[src/rtl/serial_adder.sv]
// -----------------------------------------------------------------------------
// serial_adder
//
// Bit-serial adder. One operand bit pair is processed per clock, LSB first,
// through a single full adder and a carry flop. A WIDTH-bit operation takes
// WIDTH clocks after the accepting edge. The full result appears on S/C in a
// single update, marked by a one-cycle DONE pulse.
//
// Parameters
//   WIDTH  operand/result width in bits (1..32)
//
// Ports
//   CLK    clock, rising edge
//   RST_N  synchronous active-low reset
//   START  begin an operation; accepted whenever BUSY is low
//   A, B   operands, sampled only on the accepting edge
//   SUB    select A-B (only with SERIAL_ADDER_SUB_EN defined)
//   S, C   registered result and carry-out (no-borrow flag when subtracting)
//   BUSY   operation in progress
//   DONE   one-cycle pulse: S/C have just been updated
//
// Build option
//   SERIAL_ADDER_SUB_EN  adds the SUB port and subtract support
//                        (B inverted, carry flop seeded with 1).
// -----------------------------------------------------------------------------
//
// state | meaning
// ------+-------------------------------------------------------------
// IDLE  | waiting for START, S/C hold the last result
// RUN   | one result bit per clock, WIDTH clocks in total
// FIN   | S/C just updated, DONE high; START here restarts directly
//
module serial_adder #(
    parameter int WIDTH = 8
) (
    input  logic             CLK,
    input  logic             RST_N,
    input  logic             START,
    input  logic [WIDTH-1:0] A,
    input  logic [WIDTH-1:0] B,
`ifdef SERIAL_ADDER_SUB_EN
    input  logic             SUB,
`endif
    output logic [WIDTH-1:0] S,
    output logic             C,
    output logic             BUSY,
    output logic             DONE
);

    localparam logic [1:0] ST_IDLE = 2'd0;
    localparam logic [1:0] ST_RUN  = 2'd1;
    localparam logic [1:0] ST_FIN  = 2'd2;

    localparam int CNT_W = (WIDTH > 1) ? $clog2(WIDTH) : 1;
    localparam logic [CNT_W-1:0] CNT_LAST = CNT_W'(WIDTH - 1);

    logic [1:0]       state;
    logic [WIDTH-1:0] a_sh;
    logic [WIDTH-1:0] b_sh;
    logic [CNT_W-1:0] bit_cnt;
    logic             carry_q;
    logic             sub_q;

    logic             b_bit;
    logic             sum_bit;
    logic             carry_nxt;
    logic [WIDTH-1:0] a_nxt;
    logic [WIDTH-1:0] b_nxt;

`ifndef SERIAL_ADDER_SUB_EN
    // Add-only build: operand B is never inverted.
    assign sub_q = 1'b0;
`endif

    always_comb begin
        b_bit     = b_sh[0] ^ sub_q;
        sum_bit   = a_sh[0] ^ b_bit ^ carry_q;
        carry_nxt = (a_sh[0] & b_bit) | (a_sh[0] & carry_q) | (b_bit & carry_q);
    end

    // Sum bits are shifted into the top of the A register as A bits are
    // consumed from the bottom, so after WIDTH steps a_sh holds the result.
    generate
        if (WIDTH == 1) begin : g_w1
            assign a_nxt = sum_bit;
            assign b_nxt = 1'b0;
        end else begin : g_wn
            assign a_nxt = {sum_bit, a_sh[WIDTH-1:1]};
            assign b_nxt = {1'b0, b_sh[WIDTH-1:1]};
        end
    endgenerate

    assign BUSY = (state == ST_RUN);
    assign DONE = (state == ST_FIN);

    always_ff @(posedge CLK) begin
        if (!RST_N) begin
            state   <= ST_IDLE;
            a_sh    <= '0;
            b_sh    <= '0;
            bit_cnt <= '0;
            carry_q <= 1'b0;
`ifdef SERIAL_ADDER_SUB_EN
            sub_q   <= 1'b0;
`endif
            S       <= '0;
            C       <= 1'b0;
        end else begin
            case (state)
                ST_IDLE, ST_FIN: begin
                    if (START) begin
                        a_sh    <= A;
                        b_sh    <= B;
                        bit_cnt <= '0;
`ifdef SERIAL_ADDER_SUB_EN
                        sub_q   <= SUB;
                        carry_q <= SUB;
`else
                        carry_q <= 1'b0;
`endif
                        state   <= ST_RUN;
                    end else begin
                        state   <= ST_IDLE;
                    end
                end
                ST_RUN: begin
                    // START is deliberately not looked at here.
                    a_sh    <= a_nxt;
                    b_sh    <= b_nxt;
                    carry_q <= carry_nxt;
                    if (bit_cnt == CNT_LAST) begin
                        S     <= a_nxt;
                        C     <= carry_nxt;
                        state <= ST_FIN;
                    end else begin
                        bit_cnt <= bit_cnt + 1'b1;
                    end
                end
                default: state <= ST_IDLE;
            endcase
        end
    end

endmodule

[config.mk]
export PLATFORM = sky130hd
export DESIGN_NAME = serial_adder
export DESIGN_NICKNAME = d
export VERILOG_FILES = /design/src/rtl/serial_adder.sv
export SDC_FILE = /design/constraint.sdc
export NUM_CORES = 1
export LEC_CHECK = 0
export CAP_MARGIN = 40
export CORE_ASPECT_RATIO = 0.6
export CORE_UTILIZATION = 51
export CTS_BUF_LIST = sky130_fd_sc_hd__clkbuf_4 sky130_fd_sc_hd__clkbuf_8
export DETAILED_ROUTE_END_ITERATION = 7
export PLACE_DENSITY = 0.83
export SYNTH_ARGS = -nofsm -noshare
export SYNTH_HDL_FRONTEND = slang
export SYNTH_SLANG_ARGS = --single-unit
[constraint.sdc]
create_clock -name CLK -period 1.58 [get_ports CLK]
set_input_delay 0.158 -clock CLK [delete_from_list [all_inputs] [get_ports CLK]]
set_output_delay 0.158 -clock CLK [all_outputs]
set_load 0.1 [all_outputs]
# [Word-level counts from Yosys, hierarchy flattened]
# Cells that the tools add are included.
[word_totals] regBits=31 latch_bits=0 ram_bits=0 mem_bits_ro=0 output_inout_bits=11 word_cells=39 mem_count=0
[classes] add_sub_neg=1 multipliers=0 div=0 order_cmp=0 n_eq_ne=6 n_shift=0 mux=12 n_bitwise=7 reduce_logical=6
[op_table] op="one-hot mux 8 bit (2 select lines)" count=2
[op_table] op="2-to-1 mux 8 bit" count=2
[op_table] op="2-to-1 mux 3 bit" count=2
[op_table] op="one-hot mux 3 bit (2 select lines)" count=1
[op_table] op="inequality test 2 bit, second input constant" count=2
[op_table] op="one-hot mux 2 bit (2 select lines)" count=1
[op_table] op="AND reduction 2 bit" count=2
[op_table] op="adder 3 x 1 -> 3 bit, second input constant" count=1
[op_table] op="AND 1 bit" count=3
[op_table] op="equality test 3 bit, second input constant" count=1
[op_table] op="AND reduction 3 bit" count=1
[op_table] op="equality test 2 x 1 -> 1 bit, second input constant" count=1
[op_table] op="equality test 2 bit, second input constant" count=1
[op_table] op="zero test 2 bit" count=1
[op_table] op="2-to-1 mux 1 bit" count=2
[op_table] op="2-to-1 mux 2 bit" count=1
[op_table] op="inequality test 2 x 1 -> 1 bit, second input constant" count=1
[op_table] op="bitwise OR 1 bit" count=2
[op_table] op="one-hot mux 1 bit (2 select lines)" count=1
[op_table] op="nonzero test 2 bit" count=1
[op_table] op="OR reduction 2 bit" count=1
[op_table] op="bitwise XOR 1 bit" count=2

# [Logic depth before layout (Yosys ltp)]
# Gate-level depths: netlist of the first run.
[logic_depth] ltp_word=4 depth_mapped=6

# [Worst setup path before layout of the first run]
# No wires, ideal clock.
[synth_path] path_type="register to output" start="register state[1]" end="output port DONE" t_arrival_ps=1702 t_required_ps=1422 path_slack_ps=-280 path_stages_with_launch=2 n_path_buf=0 path_cell_list="dfxtp_1 > nor2b_1"
[synth_via] elab_chain_cells=1
[synth_rtl] item="start, declared" line_no="57" text="logic [1:0] state;"
[synth_rtl] item="start signal, assigned" line_no="98" text="state <= ST_IDLE;"
[synth_rtl] item="start signal, assigned" line_no="121" text="state <= ST_RUN;"
[synth_rtl] item="start signal, assigned" line_no="123" text="state <= ST_IDLE;"
[synth_rtl] item="equality test 2 bit" line_no="94" text="assign DONE = (state == ST_FIN);"
[synth_rtl] item="end, declared" line_no="47" text="output logic DONE"
# Every way passes these cells.

# [Worst setup path after layout of the first run]
[layout_path] start="register bit_cnt[0]" end="register bit_cnt[0]"
[layout_via] elab_chain_cells=3 word_cells_on_any_way=6 cone_classes="add/sub: 1; eq/ne: 2; mux: 2; reduce/logical: 1"
[layout_rtl] item="start, declared" line_no="60" text="logic [CNT_W-1:0] bit_cnt;"
[layout_rtl] item="start signal, assigned" line_no="136" text="bit_cnt <= bit_cnt + 1'b1;"
[layout_rtl] item="adder 3 x 1 -> 3 bit / equality test 3 bit (equally long branches)" line_no="136, 131"
[layout_rtl] item="2-to-1 mux 3 bit / inequality test 2 bit (equally long branches)"
[layout_rtl] item="one-hot mux 3 bit (2 select lines) / AND reduction 3 bit (equally long branches)"
# Several ways; a longest one is shown, not always the timed one. The select of a mux whose other input is x is not followed.
# A chain may end at the register's enable or synchronous reset.

==> results.sh, run 1 <==
export IMPL_worst_pin_slew_ns=0.4178
export IMPL_p_int_mw=1.444
export IMPL_cts_sinks=31
export IMPL_powerDensity_nw_per_um2=1046
export IMPL_period_share_pct=93.95
export IMPL_portBuffers=29
export IMPL_n_antenna_cell=0
export IMPL_drtIter0Drc=124
export IMPL_cap_viol_max_count=0
export IMPL_die_area_um2=2756
export IMPL_yosysMostFrequentCell="nand2_1"
export IMPL_ys_types=23
export IMPL_worst_slack_ns=0.09561
export IMPL_final_cell_area_um2=1828
export IMPL_cp_arrival_ns=1.67
export IMPL_p_sw_uw=468.2
export IMPL_die_w_um=67.12
export IMPL_place_inst=213
export IMPL_vdd_drop_max_mv=0.7509
export IMPL_synth_cell_area_um2=1297
export IMPL_min_period_ns=1.484
export IMPL_syn_nets=180
export IMPL_grt_overflow_total=0
export IMPL_fin_nets=212
export IMPL_antenna_found_initial=0
export IMPL_drt_total_wl_mm=3.310
export IMPL_rsz0062_at_grt="yes"
export IMPL_critPathKind="reg -> reg"
export IMPL_final_antenna_net_count=0
export IMPL_synthTopCellsByCount="nand2_1, dfxtp_1, a31oi_1, a21oi_1, o21ai_0"
export IMPL_relSlewSlack_pct=72.07
export IMPL_root_buffer="clkbuf_8"
export IMPL_finalHoldViolations=0
export IMPL_crit_path_start_kind="register"
export IMPL_grt_pass1_vias=1135
export IMPL_fmax_ghz=0.6737
export IMPL_report_final_slew_viol_count=0
export IMPL_p_comb_share_pct=12.4
export IMPL_io_pins=30
export IMPL_core_area_um2=2277
export IMPL_p_clk_share_pct=42.5
export IMPL_placed_cell_area_um2=1710
export IMPL_cp_required_ns=1.76
export IMPL_post_place_ws_ns=0.07302
export IMPL_ys_flop_type="dfxtp_1"
export IMPL_cp_max_fo=5
export IMPL_status="finished, final reports clean"
export IMPL_ctsHtreeMaxLevel=2
export IMPL_synthTopCellsByArea="dfxtp_1, nand2_1, a31oi_1"
export IMPL_hold_depth=3
export IMPL_avgSynthCellArea_um2=8.212
export IMPL_yosysSeqAreaShare_pct=47.83
export IMPL_grt_max_degree=22
export IMPL_async_reset_ff_share_pct=0
export IMPL_synth_edff_count=0
export IMPL_ys_seq_elements=31
export IMPL_clk_path_buf_depth=2
export IMPL_postSynthCellCount=158
export IMPL_synth_top_area_share_pct=47.83
export IMPL_place_gp_congestion=0.8250
export IMPL_setup_viol=0
export IMPL_areaGrowthSynthToFinish_pct=40.89
export IMPL_utilization_pct=80.27
export IMPL_clk_pin_slew_worst_paths_ns=0.06
export IMPL_swShare_pct=24.48
export IMPL_yosys_area_top_type="dfxtp_1"
export IMPL_p_leak_nw=0.6918
export IMPL_die_h_um=41.07
export IMPL_cts_tree="built"
export IMPL_drt_pass1_iterations=4
export IMPL_rows=13
export IMPL_critPathCaptureType="register"
export IMPL_skew_ns=0.009028
export IMPL_seqPwrFrac_pct=45.1
export IMPL_drive_above_1_share_pct=15.71
export IMPL_avgViaCountPerCell=5.534
export IMPL_finalNonFillerCells=221
export IMPL_num_vias=1223
export IMPL_reg2reg_depth=5
export IMPL_start_util_pct=56.98
export IMPL_wl_per_cell_um=14.98
export IMPL_grt_pass1_wl_mm=5.168
export IMPL_drc_errors=0
export IMPL_tns_ns=0
export IMPL_grtUsageTotal_pct=27.49
export IMPL_yosysWarnings=0
export IMPL_hp_class="in -> reg"
export IMPL_hpwl_mm=2.219
export IMPL_cts_made_buffers=5
export IMPL_clk_latency_ns=0.29
logic make-up after synthesis:
family	synth area share, %
buffers and inverters	7.328
AO/OA/AOI/OAI	18.71
adder cells (fa/ha/maj)	3.471
flip-flops	47.83
AND/OR/NAND/NOR	22.66
metrics by stage:
step                      power (mW)  hold slack, ns
after floorplan                1.023          0.2940
after CTS                      1.913          0.4278
after global routing           1.983          0.4488
after detailed placement       1.109          0.4661
final                          1.912          0.4341
after global placement         1.096          0.4510
worst max-delay path, cell delays in order, from the launching register on:
cell	delay (ns)
dfxtp_1	0.33
ha_1	0.20
ha_1	0.23
nor3b_2	0.31
nor2_1	0.09
a31o_1	0.22
cells in the final DEF, fill, tap and decap left out, types with 3 or more instances in the layout:
| master | count |
|---|---|
| a21oi_1 | 13 |
| a31oi_1 | 15 |
| buf_12 | 11 |
| buf_4 | 8 |
| clkbuf_8 | 6 |
| clkdlybuf4s50_1 | 18 |
| dfxtp_1 | 31 |
| nand2_1 | 43 |
| nand3_1 | 11 |
| nand3b_1 | 3 |
| nor2_1 | 3 |
| o21ai_0 | 13 |
area by class of cell:
class                   instances  area [um2]
repair buffers                 37       460.4
clock inverters                 2       35.03
multi-input cells             113       584.3
inverters                       2       7.507
well taps                      30       37.54
flip-flops and latches         31       620.6
fillers                       150       449.2
clock buffers                   6       82.58
sequential cells by signal, indices dropped and copies added (netlist names):
register and count:
b_sh 8, carry_q 1, S 8, state 2
bit_cnt 3, C 1, a_sh 8
timing repair:
action / in CTS / in global routing
hold endpoints to repair: 0 / 0
hold buffers: 0 / 0
endpoints found under the setup margin: 0 / 1
buffers inserted: 0 / 0
resized for setup: 0 / 0
power groups by stage:
stage | combinational (mW) | sequential (mW) | clock [mW]
floorplan | 0.157 | 0.866 | 0
global placement | 0.222 | 0.875 | 0
detailed placement | 0.230 | 0.878 | 0
CTS | 0.234 | 0.863 | 0.816
global route | 0.262 | 0.869 | 0.852
finish | 0.237 | 0.863 | 0.812
layer usage:
layer | track usage (%) | vias up | share of wire, %
li1 | - | 607 | -
met1 | 32.45 | 562 | 44
met2 | 46.25 | 45 | 47
met3 | 8.889 | 9 | 6.8
met4 | 14.36 | 0 | 2.1
met5 | 0 | - | 0
worst paths after layout:
kind | from | end | slack (ns)
max reg2reg | bit_cnt[0]$_SDFFE_PN0P_ | bit_cnt[0]$_SDFFE_PN0P_ | 0.1
max | bit_cnt[0]$_SDFFE_PN0P_ | bit_cnt[0]$_SDFFE_PN0P_ | 0.1
min reg2reg | b_sh[6]$_SDFFE_PN0P_ | b_sh[6]$_SDFFE_PN0P_ | 0.48
min | B[7] | b_sh[7]$_SDFFE_PN0P_ | 0.43
Note: power is estimated with default switching activity, not from simulation.
==> inputs of run 2 (changes only) <==
- CTS_CLUSTER_DIAMETER: unset -> 150
==> results of run 2 <==
No change in the layout: final DEF, timing and power equal those of run 1.
